--- src/rtl/cache_ctrl.sv ---
// Sequencing FSM for a direct-mapped cache line array: lookup, store hit,
// dirty write-back, and line refill. Keeps shadow valid/dirty/tag state and hit/miss counters.
module cache_ctrl #(
  parameter int LINES      = 32,
  parameter int TAG_BITS   = 6,
  parameter int BLOCK_BITS = 128,
  parameter int ADDR_BITS  = TAG_BITS + $clog2(LINES) + 4
) (
  input  logic                     clk,
  input  logic                     reset,
  input  logic                     cpu_req,
  input  logic                     cpu_we,
  input  logic [ADDR_BITS-1:0]     cpu_addr,
  input  logic [31:0]              cpu_wdata,
  output logic                     cpu_ready,
  output logic [31:0]              cpu_rdata,
  output logic                     cpu_busy,
  output logic [TAG_BITS-1:0]      c_tag,
  output logic [$clog2(LINES)-1:0] c_index,
  output logic [1:0]               c_word_sel,
  output logic                     c_write_en,
  output logic [31:0]              c_write_data,
  input  logic                     c_hit,
  input  logic [31:0]              c_read_word,
  input  logic [BLOCK_BITS-1:0]    c_block_out,
  output logic [BLOCK_BITS-1:0]    c_block_in,
  output logic                     c_load_line,
  output logic                     mem_req,
  output logic                     mem_we,
  output logic [ADDR_BITS-1:0]     mem_addr,
  output logic [BLOCK_BITS-1:0]    mem_wdata,
  input  logic [BLOCK_BITS-1:0]    mem_rdata,
  input  logic                     mem_ready,
  output logic [15:0]              hit_count,
  output logic [15:0]              miss_count
);
  localparam int IDX_BITS = $clog2(LINES);

  typedef enum logic [2:0] {IDLE, LOOKUP, WRITEBACK, REFILL, DONE} state_t;
  state_t state, state_nx;

  logic [TAG_BITS-1:0] req_tag;
  logic [IDX_BITS-1:0] req_index;
  logic [1:0]          req_word;
  logic                req_we;
  logic [31:0]         req_wdata;
  logic                req_counted;

  logic [LINES-1:0]    sh_valid;
  logic [LINES-1:0]    sh_dirty;
  logic [TAG_BITS-1:0] sh_tag [LINES];

  // Byte-offset bits select nothing; folded here so they are visibly unused.
  logic unused_addr_bits;
  assign unused_addr_bits = ^cpu_addr[1:0];

  assign c_tag        = req_tag;
  assign c_index      = req_index;
  assign c_word_sel   = req_word;
  assign c_write_data = req_wdata;
  assign c_block_in   = mem_rdata;
  assign mem_wdata    = c_block_out;

  always_ff @(posedge clk or posedge reset) begin
    if (reset) state <= IDLE;
    else       state <= state_nx;
  end

  always_comb begin
    state_nx    = state;
    cpu_ready   = 1'b0;
    cpu_busy    = (state != IDLE);
    c_write_en  = 1'b0;
    c_load_line = 1'b0;
    mem_req     = 1'b0;
    mem_we      = 1'b0;
    mem_addr    = '0;
    case (state)
      IDLE:   if (cpu_req) state_nx = LOOKUP;
      LOOKUP: begin
        if (c_hit) begin
          c_write_en = req_we;
          state_nx   = DONE;
        end else if (sh_valid[req_index] && sh_dirty[req_index]) begin
          state_nx = WRITEBACK;
        end else begin
          state_nx = REFILL;
        end
      end
      WRITEBACK: begin
        mem_req  = 1'b1;
        mem_we   = 1'b1;
        mem_addr = {sh_tag[req_index], req_index, 4'b0};
        if (mem_ready) state_nx = REFILL;
      end
      REFILL: begin
        mem_req  = 1'b1;
        mem_addr = {req_tag, req_index, 4'b0};
        if (mem_ready) begin
          c_load_line = 1'b1;
          state_nx    = LOOKUP;
        end
      end
      DONE: begin
        cpu_ready = 1'b1;
        state_nx  = IDLE;
      end
      default: state_nx = IDLE;
    endcase
  end

  always_ff @(posedge clk or posedge reset) begin
    if (reset) begin
      req_tag     <= '0;
      req_index   <= '0;
      req_word    <= '0;
      req_we      <= 1'b0;
      req_wdata   <= '0;
      req_counted <= 1'b0;
      cpu_rdata   <= '0;
      hit_count   <= '0;
      miss_count  <= '0;
      sh_valid    <= '0;
      sh_dirty    <= '0;
      for (int i = 0; i < LINES; i++) sh_tag[i] <= '0;
    end else begin
      case (state)
        IDLE: if (cpu_req) begin
          req_tag     <= cpu_addr[4+IDX_BITS +: TAG_BITS];
          req_index   <= cpu_addr[4 +: IDX_BITS];
          req_word    <= cpu_addr[3:2];
          req_we      <= cpu_we;
          req_wdata   <= cpu_wdata;
          req_counted <= 1'b0;
        end
        LOOKUP: begin
          if (c_hit) begin
            hit_count <= hit_count + 16'd1;
            if (req_we) sh_dirty[req_index] <= 1'b1;
            else        cpu_rdata <= c_read_word;
          end else if (!req_counted) begin
            // The post-fill re-lookup must not count the same miss twice.
            miss_count  <= miss_count + 16'd1;
            req_counted <= 1'b1;
          end
        end
        REFILL: if (mem_ready) begin
          sh_tag[req_index]   <= req_tag;
          sh_valid[req_index] <= 1'b1;
          sh_dirty[req_index] <= 1'b0;
        end
        default: ;
      endcase
    end
  end
endmodule

--- config.mk ---
export PLATFORM = sky130hd
export DESIGN_NAME = cache_ctrl
export DESIGN_NICKNAME = d
export VERILOG_FILES = /design/src/rtl/cache_ctrl.sv
export SDC_FILE = /design/constraint.sdc
export NUM_CORES = 1
export LEC_CHECK = 0
export ABC_AREA = 1
export CAP_MARGIN = 10
export CELL_PAD_IN_SITES_DETAIL_PLACEMENT = 0
export CELL_PAD_IN_SITES_GLOBAL_PLACEMENT = 1
export CORE_AREA = 2 2 280 282
export DETAILED_ROUTE_END_ITERATION = 16
export DIE_AREA = 0 0 282 284
export PLACE_DENSITY_LB_ADDON = 0.2
export RECOVER_POWER = 100
export SKIP_CTS_REPAIR_TIMING = 1
export SLEW_MARGIN = 20
export SYNTH_ARGS = -nofsm -noshare
export SYNTH_HDL_FRONTEND = slang
export SYNTH_SLANG_ARGS = --single-unit
--- constraint.sdc ---
create_clock -name clk -period 18.75 [get_ports clk]
set_clock_uncertainty 0.15 [all_clocks]
set_input_delay 3.75 -clock clk [delete_from_list [all_inputs] [get_ports clk]]
set_output_delay 3.75 -clock clk [all_outputs]
set_load 0.02 [all_outputs]
# After elaboration in Yosys (flattened, before gate mapping)
# Cells that the tools add are included.
# word_totals
reg_bits,370
word_cells,117
input_bits,341
output_inout_bits,386
# classes
reduce_logical,16
order_cmp,4
bitwise,8
addsub,2
muxes,33
n_eq_ne,10
# op_table
op,count
bitwise mux 192 bit,1
two-way mux 32 bit,3
bitwise OR 32 bit,2
one-hot mux 32 bit (2 select lines),1
"adder 16 x 1 -> 16 bit, second input constant",2
bitwise AND 32 bit,1
inverter 32 bit,1
binary-select mux 6 bit (select 5 bit),1
demux 6 bit (select 5 bit),1
one-hot mux 15 bit (2 select lines),1
two-way mux 6 bit,3
two-way mux 1 bit,13
two-way mux 3 bit,4
"!= test 2 bit, second input constant",6
one-hot mux 3 bit (4 select lines),1
AND reduction 3 bit,4
binary-select mux 1 bit (select 5 bit),2
"== test 3 x 2 -> 1 bit, second input constant",2
">= comparator 6 bit, second input constant",1
"< comparator 5 x 6 -> 1 bit, second input constant",1
"< comparator 6 x 1 -> 1 bit, second input constant",1
inverter 5 -> 6 bit,1
AND reduction 2 bit,3
demux 1 bit (select 5 bit),1
11 further kinds,16

# Longest topological paths before layout
# Gate-level depths: netlist of run 1.
# depth
depth_word,8
ltp_mapped,15
ltp_nobuf,14

# Least setup slack after synthesis of run 1
# Ideal clock, no wire load.
# synth_timing
kind,input port to output port
start,input mem_ready
end,output c_load_line
arrival_time_ns,4.195
setup_slack_ns,10.655
required_time_ns,14.850
cell_stages,3
path_cell_list,nand2_2 -> inv_1 -> buf_2
# synth_between
elab_chain_cells,2
# synth_lines
element,line_no,source
from (decl),33,"input logic mem_ready,"
two-way mux 1 bit,99,if (mem_ready) begin
two-way mux 1 bit,78,case (state)
to (decl),27,"output logic c_load_line,"
# No other way between the ends.

# Worst setup path in the final report of run 1
# layout_timing
start,register req_index[0] (netlist: c_index[0])
end,output mem_addr[13]
# layout_between
elab_chain_cells,5
# layout_lines
element,line_no,source
from (decl),43,logic [IDX_BITS-1:0] req_index;
from (signal assigned),130,req_index <= cpu_addr[4 +: IDX_BITS];
inverter 5 -> 6 bit (implied by the code),93,"mem_addr = {sh_tag[req_index], req_index, 4'b0};"
binary-select mux 6 bit (select 5 bit),93,
two-way mux 6 bit (implied by the code) (2 in a row),93,
one-hot mux 15 bit (2 select lines),78,
to (decl),30,"output logic [ADDR_BITS-1:0] mem_addr,"
# No other way between the ends. The select of a mux whose other input is x is not followed.

==> flow_metrics.env, run 1 <==
export IMPL_status="finished, violations left"
export IMPL_violations="max-capacitance violations, max-slew violations"
export IMPL_antenna_found_initial=1
export IMPL_hold_slack_ns=0.296
export IMPL_worst_pin_slew_ns=5.18
export IMPL_finalPower_uw=3170
export IMPL_pwr_density_cell_nw_per_um2=153
export IMPL_via_count=13300
export IMPL_drive_above_1_share_pct=7.12
export IMPL_grt_max_degree=113
export IMPL_cp_num_buf_inv=4
export IMPL_grt_busiest_layer="met2"
export IMPL_cp_end_kind="primary output"
export IMPL_syn_inst=2097
export IMPL_worstSetupStartpoint="c_index[0]"
export IMPL_max_freq_mhz=84.0
export IMPL_die_width_um=282
export IMPL_crit_chain="clkbuf_1 > nand2_1 > inv_1 > clkbuf_1 > a22oi_1 > nand2_1 > nand2_1 > nand2_1 > nor2_1 > nand2_1 > nand2_1 > o21ai_0 > dlygate4sd3_1"
export IMPL_ys_top_cells_by_area="dfrtp_1 51%, nand2_1 15%, buf_4 11%"
export IMPL_hold_start="sh_valid[2]"
export IMPL_drc=0
export IMPL_insertion_delay_ns=0.59
export IMPL_cp_common_cell="nand2_1"
export IMPL_worst_endpoint_required_ns=14.85
export IMPL_min_path_cells=2
export IMPL_ys_seq_elements=370
export IMPL_r2r_end="sh_tag[39]"
export IMPL_criticalPathCategory="reg2out"
export IMPL_die_area_um2=80100
export IMPL_cts_buffers=46
export IMPL_ys_warnings_count=0
export IMPL_critPathArrivalTime_ns=8.01
export IMPL_crit_path_max_incr_delay_ns=2.20
export IMPL_firstDrtPassIters=5
export IMPL_synth_cell_types=38
export IMPL_met2_usage_pct=27.6
export IMPL_core_um2=77000
export IMPL_timing_rr_start="c_index[0]"
export IMPL_vias_per_cell=4.29
export IMPL_final_cells=3091
export IMPL_gr_total_overflow=0
export IMPL_io_buffers=208
export IMPL_yosysSeqAreaShare_pct=50.9
export IMPL_crit_fanout=48
export IMPL_detail_route_wl_per_cell_um=21.8
export IMPL_ios=727
export IMPL_area_delta_synth_final_pct=14.0
export IMPL_die_height_um=284
export IMPL_clockBufferDepth=3
export IMPL_crit_end="mem_addr[13]"
export IMPL_antenna_cells=0
export IMPL_syn_area_per_cell_um2=8.68
export IMPL_root_buffer="clkbuf_16"
export IMPL_hold_path_class="reg2reg"
export IMPL_path_clk_slew_ns=0.06
export IMPL_reg2reg_slack_ns=13.93
export IMPL_ir_worst_vdd_uv=69.8
export IMPL_grt_setup_unrepaired="false"
export IMPL_syn_area_um2=18200
export IMPL_wirelength_um=67500
export IMPL_period_needed_ns=11.91
export IMPL_grt_pass1_vias=13600
export IMPL_grt_pass1_wl_um=98000
export IMPL_relSlewSlack_pct=-247
export IMPL_n_fill_cell=8255
export IMPL_final_nets=2357
export IMPL_htreeDepth=2
export IMPL_globalRouteMet3Util_pct=6.76
export IMPL_finalSetupViolCount=0
export IMPL_cts_sinks=370
export IMPL_rr_worst_depth=8
export IMPL_grt_usage_pct=16.7
export IMPL_rows=102
export IMPL_placedCellCount=3006
export IMPL_grt_use_met1_pct=19.2
export IMPL_yosysTopAreaCellShare_pct=50.9
export IMPL_yosysTopAreaCell="dfrtp_1"
export IMPL_worst_path_stages=13
export IMPL_period_share_pct=63.5
export IMPL_max_cap_viol_count=11
export IMPL_drv_slew=581
export IMPL_initial_core_util_pct=23.7
export IMPL_drt_iter0_drc=882
export IMPL_antenna_left=0
export IMPL_fin_setup_tns_ns=0
export IMPL_finalHoldViolCount=0
export IMPL_startpoint_type="register"
export IMPL_gp_congestion=0.768
export IMPL_cp_slowest_cell="clkbuf_1"
export IMPL_leakagePower_uw=0.00969
export IMPL_tritoncts="yes"
export IMPL_dpl_hpwl_um=47400
export IMPL_crit_family="buffers and inverters"
-- power breakdown --
part | total (uW) | internal [uW] | switching, uW
Combinational | 1110 | 362 | 751
Sequential | 1140 | 1010 | 126
Clock | 921 | 560 | 361
Total | 3170 | 1930 | 1240
-- synthesized netlist by cell type (all sizes together) --
cell,instances
xnor2,12
nor2,77
o21ai,252
a21oi,5
buf,306
xor2,16
or2,7
inv,83
nor4b,1
ha,2
nand3,23
dfrtp,370
nand3b,2
nand4,5
and3,1
mux2,32
nand2,731
nor3,14
a22oi,96
conb,1
clkbuf,61
-- state kept, by name (all words and copies together), names as in the netlist, named ones only --
signal and cells:
sh_valid 32, c_word_sel 2, c_write_data 32, req_we 1
sh_tag 192, state 3, miss_count 16, hit_count 16
c_index 5, c_tag 6, req_counted 1, cpu_rdata 32
-- per-stage QoR --
step	utilization [%]	instance area, um2	worst slack (ns)
floorplan	-	18200	4.58
global placement	25.1	19300	9.24
detailed placement	25.1	19300	9.25
CTS	27.2	20900	9.24
global route	27.0	20700	6.13
finish	27.0	20700	6.84
-- worst reg2reg max path: stages (launching register included) --
cell	delay, ns
dfrtp_2	0.33
clkbuf_1	1.80
inv_1	0.34
nor2_4	0.17
buf_4	0.63
inv_2	0.28
nor2_1	0.19
nand2_1	0.39
o21ai_0	0.40
-- worst min path at each step --
stage	end	slack, ns
6_report	sh_valid[2]	0.30
5_1_grt	sh_valid[28]	0.32
4_1_cts	sh_valid[2]	0.30
3_5_place_dp	sh_valid[2]	0.28
3_3_place_gp	sh_valid[16]	0.28
2_1_floorplan	sh_valid[24]	0.27
-- layout by cell type, fill, tap and decap left out, drive strengths merged --
master         Yosys  routed
a22oi             96      96
clkinvlp           0       1
inv               83      84
conb               1       4
clkinv             0       6
clkbuf            61      84
o21ai            252     252
mux2              32      32
or2                7       7
a21oi              5       5
nor3              14      14
nand3             23      23
buf              306      14
nor2              77      77
nor4b              1       1
dlygate4sd3        0     125
nand3b             2       2
clkdlybuf4s50      0      83
xor2              16      16
bufinv             0       4
nand4              5       5
xnor2             12      12
dfrtp            370     370
and3               1       1
nand2            731     731
ha                 2       2
-- routing by layer --
metal	routed length, um	share of wire, %
met1	26200	39
met2	32500	48
met3	6410	9.5
met4	2350	3.5
met5	64	0.095
-- area by class of cell --
class	count	area, um2	share of cell area, %
Timing Repair Buffer	233	2230	10.7
Tap cell	1040	1300	6.27
Inverter	83	315	1.52
Clock buffer	73	1380	6.66
Clock inverter	12	179	0.862
Multi-Input combinational cell	1280	6080	29.3
Sequential cell	370	9260	44.6
-- cells by family after synthesis --
logic type / after synthesis / share of synthesized area [%]
AOI/OAI and AO/OA: 353 / 11.5
xor gates and xnor gates: 28 / 1.35
adders and majority gates: 2 / 0.137
buffers and inverters: 450 / 15.3
DFF: 370 / 50.9
muxes: 32 / 1.98
other: 1 / 0.0206
and+or+nand+nor: 861 / 18.9
Note: power is estimated with default switching activity, not from simulation.
==> inputs of run 2 (changes only) <==
==> constraint.sdc (replaced) <==
create_clock -name clk -period 12.1 [get_ports clk]
set_clock_uncertainty 0.15 [all_clocks]
set_input_delay 2.42 -clock clk [delete_from_list [all_inputs] [get_ports clk]]
set_output_delay 2.42 -clock clk [all_outputs]
set_load 0.02 [all_outputs]
==> flow_metrics.env, run 2 (synthesis gave the netlist of run 1 again) <==
export IMPL_worst_endpoint_required_ns=9.53
export IMPL_timing_rr_start="state[2]"
export IMPL_core_um2=77000
export IMPL_wirelength_um=68600
export IMPL_mostFrequentLayoutCells="730 x nand2_1, 369 x dfrtp_1, 250 x o21ai_0, 125 x dlygate4sd3_1, 96 x a22oi_1"
export IMPL_vias_per_cell=4.30
export IMPL_gr_total_overflow=0
export IMPL_finalSetupViolCount=0
export IMPL_largest_reg_flops=192
export IMPL_leakagePower_uw=0.00974
export IMPL_relSlewSlack_pct=-137
export IMPL_period_needed_ns=8.91
export IMPL_detail_route_wl_per_cell_um=22.2
export IMPL_crit_fanout=48
export IMPL_drc=0
export IMPL_grt_pass1_vias=13700
export IMPL_gp_congestion=0.777
export IMPL_hold_path_class="reg2reg"
export IMPL_violations="max-capacitance violations, max-slew violations"
export IMPL_startpoint_type="register"
export IMPL_status="finished, violations left"
export IMPL_drive_above_1_share_pct=7.55
export IMPL_hold_end="sh_valid[8]"
export IMPL_utilization_pct=27.1
export IMPL_placedCellCount=3006
export IMPL_reg2reg_slack_ns=7.10
export IMPL_tritoncts="yes"
export IMPL_dpl_hpwl_um=48500
export IMPL_finalPower_uw=4960
export IMPL_initial_core_util_pct=23.7
export IMPL_grt_setup_unrepaired="false"
export IMPL_grt_max_degree=161
export IMPL_worst_pin_slew_ns=3.55
export IMPL_drv_slew=301
export IMPL_die_height_um=284
export IMPL_cp_end_kind="primary output"
export IMPL_final_common_cell="nand2_1"
export IMPL_period_share_pct=73.7
export IMPL_max_cap_viol_count=7
export IMPL_antenna_left=0
export IMPL_criticalPathCategory="reg2out"
export IMPL_final_cells=3096
export IMPL_clockBufferDepth=3
export IMPL_rr_worst_depth=11
export IMPL_pwr_density_cell_nw_per_um2=238
export IMPL_max_freq_mhz=112
export IMPL_cts_sinks=370
export IMPL_root_buffer="clkbuf_16"
export IMPL_path_clk_slew_ns=0.05
export IMPL_insertion_delay_ns=0.59
export IMPL_htreeDepth=2
export IMPL_die_width_um=282
export IMPL_drt_iter0_drc=969
export IMPL_io_buffers=208
export IMPL_r2r_end="sh_tag[153]"
export IMPL_hold_start="sh_valid[8]"
export IMPL_grt_usage_pct=16.9
export IMPL_firstDrtPassIters=5
export IMPL_ios=727
export IMPL_worstSetupStartpoint="c_index[0]"
export IMPL_fin_setup_tns_ns=0
export IMPL_min_path_cells=2
export IMPL_final_nets=2358
export IMPL_largest_register="sh_tag"
export IMPL_via_count=13300
export IMPL_area_delta_synth_final_pct=14.5
export IMPL_cts_buffers=47
export IMPL_critPathArrivalTime_ns=6.34
export IMPL_finalHoldViolCount=0
export IMPL_antenna_found_initial=4
export IMPL_rows=102
export IMPL_ir_worst_vdd_uv=98.4
export IMPL_grt_pass1_wl_um=98500
export IMPL_n_fill_cell=8224
export IMPL_die_area_um2=80100
==> run 2: cell count changes in the layout (fill, tap and decap cells not counted), moves of 2 or more <==
cell and change:
nand3_1 -3, buf_4 +2, nand3_2 +3, clkbuf_16 +2
clkinv_2 +2, clkbuf_1 -5, diode_2 +2
==> run 2: worst max-delay path by stage <==
stage,to,slack [ns],cells past startpoint
after detailed placement,c_load_line,5.20,5
after CTS,mem_addr[9],5.17,13
after floorplan,async pin,4.56,1
after global routing,mem_addr[9],2.67,13
final,mem_addr[9],3.19,13
after global placement,c_load_line,5.18,5
==> run 2: routing by layer <==
metal	global-route usage, %	part of all wire [%]	up-vias
met5	1.47	0.26	-
met4	7.69	4.5	6
met3	6.83	9.7	143
met2	28.5	49	396
met1	18.4	37	6468
li1	-	-	6299
==> run 2: per-stage QoR <==
stage               hold WS [ns]  worst slack, ns  instance area (um2)
floorplan                  0.268             4.56                18200
global placement           0.282             5.18                19400
detailed placement         0.287             5.20                19400
CTS                        0.299             5.17                21000
global route               0.322             2.67                20800
finish                     0.296             3.19                20800
==> run 2: worst max-delay path: stages (launching register included) <==
cell,delay (ns)
dfrtp_2,0.34
clkbuf_1,1.83
nand2_1,0.97
inv_1,0.19
buf_4,0.61
a22oi_1,0.25
nand2_1,0.19
nand2_1,0.11
nand2_1,0.08
nor2_1,0.04
nand2_1,0.06
nand2_1,0.04
o21ai_0,0.23
dlygate4sd3_1,0.75
==> run 2: final cells by class <==
| class | instances | area, um2 | area share (%) |
|---|---|---|---|
| well taps | 1040 | 1300 | 6.24 |
| inverters | 83 | 315 | 1.51 |
| flip-flops and latches | 370 | 9260 | 44.4 |
| clock inverters | 14 | 189 | 0.906 |
| clock buffers | 74 | 1440 | 6.90 |
| multi-input cells | 1280 | 6080 | 29.2 |
| diodes | 2 | 5.00 | 0.0240 |
| repair buffers | 233 | 2250 | 10.8 |
==> run 2: power by group <==
part           internal, uW  total (uW)  switching, uW  leakage [uW]
registers              1560        1760            194       0.00481
logic                   561        1730           1170       0.00412
clock network           901        1470            571      0.000806
==> inputs of run 3 (changes only) <==
==> constraint.sdc (replaced) <==
create_clock -name clk -period 9.2 [get_ports clk]
set_clock_uncertainty 0.15 [all_clocks]
set_input_delay 1.84 -clock clk [delete_from_list [all_inputs] [get_ports clk]]
set_output_delay 1.84 -clock clk [all_outputs]
set_load 0.02 [all_outputs]
==> flow_metrics.env, run 3 (synthesis gave the netlist of run 1 again) <==
export IMPL_status="finished, violations left"
export IMPL_violations="max-capacitance violations, max-slew violations"
export IMPL_min_path_cells=2
export IMPL_ios=727
export IMPL_fin_setup_tns_ns=0
export IMPL_tritoncts="yes"
export IMPL_largest_register="sh_tag"
export IMPL_wirelength_um=68000
export IMPL_startpoint_type="register"
export IMPL_gr_total_overflow=0
export IMPL_grt_pass1_wl_um=98200
export IMPL_rr_worst_depth=11
export IMPL_r2r_end="sh_tag[153]"
export IMPL_vias_per_cell=4.31
export IMPL_area_delta_synth_final_pct=14.7
export IMPL_die_height_um=284
export IMPL_max_freq_mhz=134
export IMPL_drt_iter0_drc=901
export IMPL_worst_endpoint_required_ns=7.21
export IMPL_grt_setup_unrepaired="false"
export IMPL_finalHoldViolCount=0
export IMPL_io_buffers=208
export IMPL_gp_congestion=0.774
export IMPL_finalSetupViolCount=0
export IMPL_relSlewSlack_pct=-152
export IMPL_core_um2=77000
export IMPL_crit_fanout=48
export IMPL_max_cap_viol_count=6
export IMPL_grt_max_degree=136
export IMPL_initial_core_util_pct=23.7
export IMPL_utilization_pct=27.1
export IMPL_crit_family="buffers and inverters"
export IMPL_clockBufferDepth=3
export IMPL_cts_buffers=47
export IMPL_firstDrtPassIters=5
export IMPL_die_area_um2=80100
export IMPL_critPathArrivalTime_ns=5.46
export IMPL_insertion_delay_ns=0.57
export IMPL_via_count=13300
export IMPL_pwr_density_cell_nw_per_um2=314
export IMPL_cp_end_kind="primary output"
export IMPL_die_width_um=282
export IMPL_detail_route_wl_per_cell_um=22.0
export IMPL_ir_worst_vdd_uv=117
export IMPL_antenna_left=0
export IMPL_timing_rr_start="state[2]"
export IMPL_largest_reg_flops=192
export IMPL_criticalPathCategory="reg2out"
export IMPL_seq_area_um2=9260
export IMPL_rows=102
export IMPL_final_common_cell="nand2_1"
export IMPL_period_share_pct=81.0
export IMPL_hold_end="sh_valid[2]"
export IMPL_drive_above_1_share_pct=7.70
export IMPL_n_fill_cell=8278
export IMPL_dpl_hpwl_um=48700
export IMPL_cp_common_cell="nand2_1"
export IMPL_cp_num_buf_inv=4
export IMPL_reg2reg_slack_ns=4.30
export IMPL_drv_slew=344
export IMPL_htreeDepth=2
export IMPL_worst_pin_slew_ns=3.78
export IMPL_cts_sinks=370
export IMPL_multi_input_area_um2=6080
export IMPL_leakagePower_uw=0.00976
export IMPL_mostFrequentLayoutCells="729 x nand2_1, 369 x dfrtp_1, 250 x o21ai_0, 125 x dlygate4sd3_1, 96 x a22oi_1"
export IMPL_grt_usage_pct=16.7
export IMPL_root_buffer="clkbuf_16"
export IMPL_hold_path_class="reg2reg"
export IMPL_period_needed_ns=7.45
export IMPL_hold_start="sh_valid[2]"
export IMPL_final_nets=2358
export IMPL_drc=0
export IMPL_crit_path_max_incr_delay_ns=1.04
export IMPL_path_clk_slew_ns=0.05
export IMPL_grt_pass1_vias=13600
export IMPL_crit_chain="clkbuf_1 > nand2_2 > inv_1 > clkbuf_2 > a22oi_1 > nand2_1 > nand2_1 > nand2_1 > nor2_1 > nand2_1 > nand2_1 > o21ai_0 > clkdlybuf4s50_1"
export IMPL_cp_slowest_cell="clkbuf_2"
export IMPL_antenna_found_initial=2
==> run 3: worst reg2reg max path, cell delays in order, from the launching register on <==
cell	delay, ns
dfrtp_1	0.42
inv_2	0.11
nand2_2	0.14
nor2_4	0.11
buf_4	0.33
nand2_1	0.13
a21oi_1	2.19
nand3_1	0.49
nor2_1	0.27
inv_1	0.24
nand2_1	0.13
o21ai_0	0.08
==> run 3: cell type report <==
cell class,count,share of cell area (%)
Sequential cell,370,44.3
Tap cell,1040,6.23
Clock inverter,11,1.01
Timing Repair Buffer,233,10.8
Inverter,83,1.51
Clock buffer,75,6.95
Multi-Input combinational cell,1280,29.1
Antenna cell,1,0.0120
==> run 3: how the worst max path moves through the flow <==
stage | startpoint | to | slack, ns | cells after the start
after floorplan | reset | async pin | 2.24 | 1
after global placement | c_index[0] | mem_addr[9] | 3.45 | 12
after detailed placement | mem_ready | c_load_line | 3.46 | 5
after CTS | c_index[0] | mem_addr[9] | 2.85 | 12
after global routing | c_index[1] | mem_addr[9] | 1.39 | 13
final | c_index[1] | mem_addr[9] | 1.75 | 13
==> run 3: stage by stage <==
stage                     total power (uW)  hold slack (ns)  worst slack (ns)  cells  instance area [um2]
after CTS                             6790            0.297              2.85   3092                21000
after global routing                  6980            0.315              1.39   3093                20900
after floorplan                       3830            0.268              2.24   2100                18200
after detailed placement              4760            0.284              3.46   3006                19400
final                                 6560            0.293              1.75   3093                20900
after global placement                4750            0.282              3.45   3006                19400
==> run 3: report_power, final <==
group	internal [uW]	switching (uW)	leakage (uW)	total [uW]
sequential	2060	260	0.00481	2320
combinational	734	1540	0.00413	2270
clock	1240	726	0.000816	1970
==> run 3: metal layers <==
layer / share of wire [%] / vias to the layer above / global-route usage, %
li1: - / 6297 / -
met1: 37 / 6436 / 18.4
met2: 48 / 427 / 27.5
met3: 10 / 158 / 7.08
met4: 4.9 / 6 / 8.03
met5: 0.26 / - / 1.47
